### src/rtl/cpu_run_ctrl.sv
// rtl/cpu_run_ctrl.sv - run/step/breakpoint sequencer issuing the CPU datapath clock enable
// Optional feature: define CPU_RUN_CTRL_BP_EN to compile in breakpoint compare, bp_skip and BREAK.
module cpu_run_ctrl #(
  parameter int CYC_W = 32,
  parameter int BP_W  = 12
) (
  input  logic             clk,
  input  logic             rst_n,
  input  logic             run,
  input  logic             step,
  input  logic             halt_req,
  input  logic             bp_en,
  input  logic [BP_W-1:0]  bp_addr,
  input  logic [BP_W-1:0]  pc,
  output logic             cpu_ce,
  output logic [2:0]       state,
  output logic             halted,
  output logic [1:0]       stop_cause,
  output logic [CYC_W-1:0] cycle_cnt
);

  typedef enum logic [2:0] {
    S_IDLE  = 3'd0,
    S_RUN   = 3'd1,
    S_STEP  = 3'd2,
    S_BREAK = 3'd3,
    S_HALT  = 3'd4
  } state_t;

  state_t cur;
  logic   step_q;
  logic   step_rise;
  logic   bp_hit;

  assign step_rise = step & ~step_q;

`ifdef CPU_RUN_CTRL_BP_EN
  logic bp_skip;
  // bp_skip lets a resumed run execute the instruction it was parked on
  assign bp_hit = bp_en & (pc == bp_addr) & ~bp_skip;
`else
  logic unused_bp;
  assign unused_bp = ^{bp_en, bp_addr, pc};
  assign bp_hit    = 1'b0;
`endif

  always_comb begin
    cpu_ce = 1'b0;
    case (cur)
      S_RUN:   cpu_ce = ~halt_req & ~bp_hit;
      S_STEP:  cpu_ce = ~halt_req;
      default: cpu_ce = 1'b0;
    endcase
  end

  assign state  = cur;
  assign halted = (cur == S_HALT);

  always_ff @(posedge clk or negedge rst_n) begin
    if (!rst_n) begin
      cur        <= S_IDLE;
      step_q     <= 1'b0;
      stop_cause <= 2'd0;
      cycle_cnt  <= '0;
`ifdef CPU_RUN_CTRL_BP_EN
      bp_skip    <= 1'b0;
`endif
    end else begin
      step_q <= step;
      if (cpu_ce && (cycle_cnt != {CYC_W{1'b1}}))
        cycle_cnt <= cycle_cnt + CYC_W'(1);

      case (cur)
        S_IDLE: begin
          if (run) begin
            cur        <= S_RUN;
            stop_cause <= 2'd0;
`ifdef CPU_RUN_CTRL_BP_EN
            bp_skip    <= 1'b1;
`endif
          end else if (step_rise) begin
            cur <= S_STEP;
          end
        end
        S_RUN: begin
`ifdef CPU_RUN_CTRL_BP_EN
          bp_skip <= 1'b0;
`endif
          if (halt_req) begin
            cur        <= S_HALT;
            stop_cause <= 2'd2;
          end else if (bp_hit) begin
            cur        <= S_BREAK;
            stop_cause <= 2'd3;
          end else if (!run) begin
            cur        <= S_IDLE;
            stop_cause <= 2'd1;
          end
        end
        S_STEP: begin
          if (halt_req) begin
            cur        <= S_HALT;
            stop_cause <= 2'd2;
          end else begin
            cur        <= S_IDLE;
            stop_cause <= 2'd1;
          end
        end
        S_BREAK: begin
          if (!run)
            cur <= S_IDLE;
          else if (step_rise)
            cur <= S_STEP;
        end
        S_HALT:  cur <= S_HALT;
        default: cur <= S_IDLE;
      endcase
    end
  end

endmodule

### config.mk
export PLATFORM = sky130hd
export DESIGN_NAME = cpu_run_ctrl
export DESIGN_NICKNAME = d
export VERILOG_FILES = /design/src/rtl/cpu_run_ctrl.sv
export SDC_FILE = /design/constraint.sdc
export NUM_CORES = 1
export LEC_CHECK = 0
export CORE_MARGIN = 1.5
export CORE_UTILIZATION = 45
export CTS_CLUSTER_DIAMETER = 40
export DETAILED_ROUTE_END_ITERATION = 16
export GPL_ROUTABILITY_DRIVEN = 0
export PLACE_DENSITY = 0.86
export SYNTH_ARGS = -nofsm -noshare
export SYNTH_HDL_FRONTEND = slang
export SYNTH_SLANG_ARGS = --single-unit
### constraint.sdc
create_clock -name clk -period 2.65 [get_ports clk]
set_clock_uncertainty 0.1 [all_clocks]
set_input_delay 0.53 -clock clk [delete_from_list [all_inputs] [get_ports clk]]
set_output_delay 0.53 -clock clk [all_outputs]
set_load 0.01 [all_outputs]
==> metrics.yaml <==
run_status: "finished, final reports clean"
report.final.slew_viol_count: 0
insertion_delay_ps: 290
p_per_area_nw_per_um2: 594
pin_count: 69
worst-setup-path-type: "in2out"
fp.dieH_um: 69.0
via_per_inst: 5.56
final_core_util_pct: 60.7
dieArea_um2: 4760
synthTopCellsByCount: "dfrtp_1 (38), xnor2_1 (18), nand2_1 (17), nor2_1 (17), nand4_1 (15)"
drive_gt1_share_pct: 8.47
drcViolationCount: 0
wl_um: 4050
crit_required_ps: 2020
hold_viol_final: 0
seq_area_frac_synth_pct: 48.6
finalCritPeriodShare_pct: 92.0
synth_top_family_by_area: "simple AND/OR/NAND/NOR gates"
grt_pass1_vias: 1537
slew_headroom_pct: 44.4
ys_types: 41
ys_seq_elements: 38
wl_per_cell_um: 14.2
grt_overflow: 0
holdBufCountCts: 0
finalSetupViolCount: 0
min_period_ps: 2440
ff2ff_path_depth: 6
postSynthCellCount: 194
antennaDiodeCount: 0
clk_path_buf_depth: 2
cts-root-buf: "clkbuf_8"
clk_pin_slew_worst_paths_ps: 70
startpoint_type: "input pin"
synth_compound_area_share_pct: 4.60
synth.most_common_cell: "dfrtp_1"
finalNetCount: 268
area_growth_pct: 26.6
drtIter0Drc: 86
dp_hpwl_um: 2990
grt_usage_pct: 19.6
synth_fp_nets: 225
total_power_mw: 1.47
drtPass1Iterations: 5
irDropWorstVdd_mv: 0.464
synth_flop_cell: "dfrtp_1"
endpoint_kind: "output pin"
cts_tree: "built"
tns_ps: 0
core_um2: 4090
synth-edff-count: 0
rows: 23
synthSimpleGateAreaFrac_pct: 27.2
die_x_um: 69.0
yosysWarnings: 0
synthTopCellsByArea: "dfrtp_1 (49%), xnor2_1 (8.1%), xor2_1 (5.8%)"
grt_setup_unrepaired: "no"
hold_class: "in2async"
yosys-mux-area-fraction_pct: 1.66
postRouteAntennaNets: 0
timing.rr.end: "cycle_cnt[22]"
synthXorXnorAreaFrac_pct: 13.9
antenna_found_initial: 0
maxCapViolCount: 0
numCtsBuffers: 5
synth_top_cell_area_share_pct: 48.6
syn_area_um2: 1960
ys_async_sr_fraction_pct: 100
clock.fmax_mhz: 410
cts_resized: 0
cts_sinks: 38
yosys.area.top_type: "dfrtp_1"
grt_max_degree: 39
arrival_ps: 1810
vias: 1589
synth_fa_ha_area_share_pct: 0.639
grt_pass1_wl_um: 6910
post_cts_buffers: 0
start_util_pct: 47.9
rrSetupSlack_ps: 600
h-tree-depth: 2
io_buffers: 43
reg2reg_from: "cycle_cnt[0]"
crit_fanout: 5
power_leakage_nw: 1.09
synth_area_per_cell_um2: 10.1
tightest_slew_ps: 834
[kinds of logic (layout without fill, tap and decap cells)]
family / count (synthesis) / after routing
XOR/XNOR: 31 / 31
buffers and inverters: 11 / 53
AO/OA/AOI/OAI: 14 / 14
AND/OR/NAND/NOR: 96 / 96
adder cells (fa/ha/maj): 1 / 1
flip-flops: 38 / 38
multiplexers: 3 / 3
[area by class of cell]
type,instances,area [um^2]
clock buffer,6,82.6
fill,355,1610
inverter,3,11.3
multi-input combinational,145,938
sequential,38,951
tap,50,62.6
timing repair buffer,44,433
[critical path: stages]
cell             delay [ps]
clkdlybuf4s50_1         490
nor3_2                  220
clkdlybuf4s50_1         570
[how the worst max path moves through the flow]
stage | cells past startpoint | startpoint | slack [ps] | to
3_3_place_gp | 3 | halt_req | 220 | cpu_ce
4_1_cts | 3 | halt_req | 190 | cpu_ce
5_1_grt | 3 | state[0] | 90 | cpu_ce
2_1_floorplan | 8 | cycle_cnt[8] | 720 | cycle_cnt[30]
3_5_place_dp | 3 | halt_req | 190 | cpu_ce
6_report | 3 | halt_req | 210 | cpu_ce
[where the power goes]
group / total (mW) / switching, mW / leakage [nW] / internal [mW]
clock network: 0.385 / 0.185 / 0.0431 / 0.200
registers: 0.738 / 0.0958 / 0.501 / 0.642
logic: 0.350 / 0.146 / 0.546 / 0.203
[metal layers]
layer	vias to the layer above	GRT usage, %	part of all wire [%]
li1	768	-	-
met1	762	25.2	45
met2	52	30.5	47
met3	7	6.66	6.8
met4	0	7.11	1.3
met5	-	0	0
[placed cells by master (no fill, tap or decap), types with 4 or more instances in the layout]
master | netlist | layout
nand4_1 | 15 | 15
xnor2_1 | 18 | 18
o21ai_0 | 4 | 4
nor2_1 | 17 | 17
xor2_1 | 13 | 13
nand2_1 | 17 | 17
and3_1 | 6 | 6
clkbuf_8 | 0 | 6
dfrtp_1 | 38 | 38
nor3_1 | 6 | 6
clkdlybuf4s50_1 | 0 | 42
nand3_1 | 12 | 12
[registers in the layout (all words and copies together) (netlist names)]
| register | cells |
|---|---|
| cycle_cnt | 32 |
| state | 3 |
| stop_cause | 2 |
| step_q | 1 |
[through the flow]
step | instance area [um^2] | worst slack (ps) | cells | hold slack, ps
floorplan | 1960 | 722 | 194 | 134
global placement | 2400 | 218 | 280 | 379
detailed placement | 2400 | 189 | 280 | 390
CTS | 2480 | 187 | 286 | 263
global route | 2480 | 86.8 | 286 | 303
finish | 2480 | 212 | 286 | 236
Power figures use the tool's default switching activity.
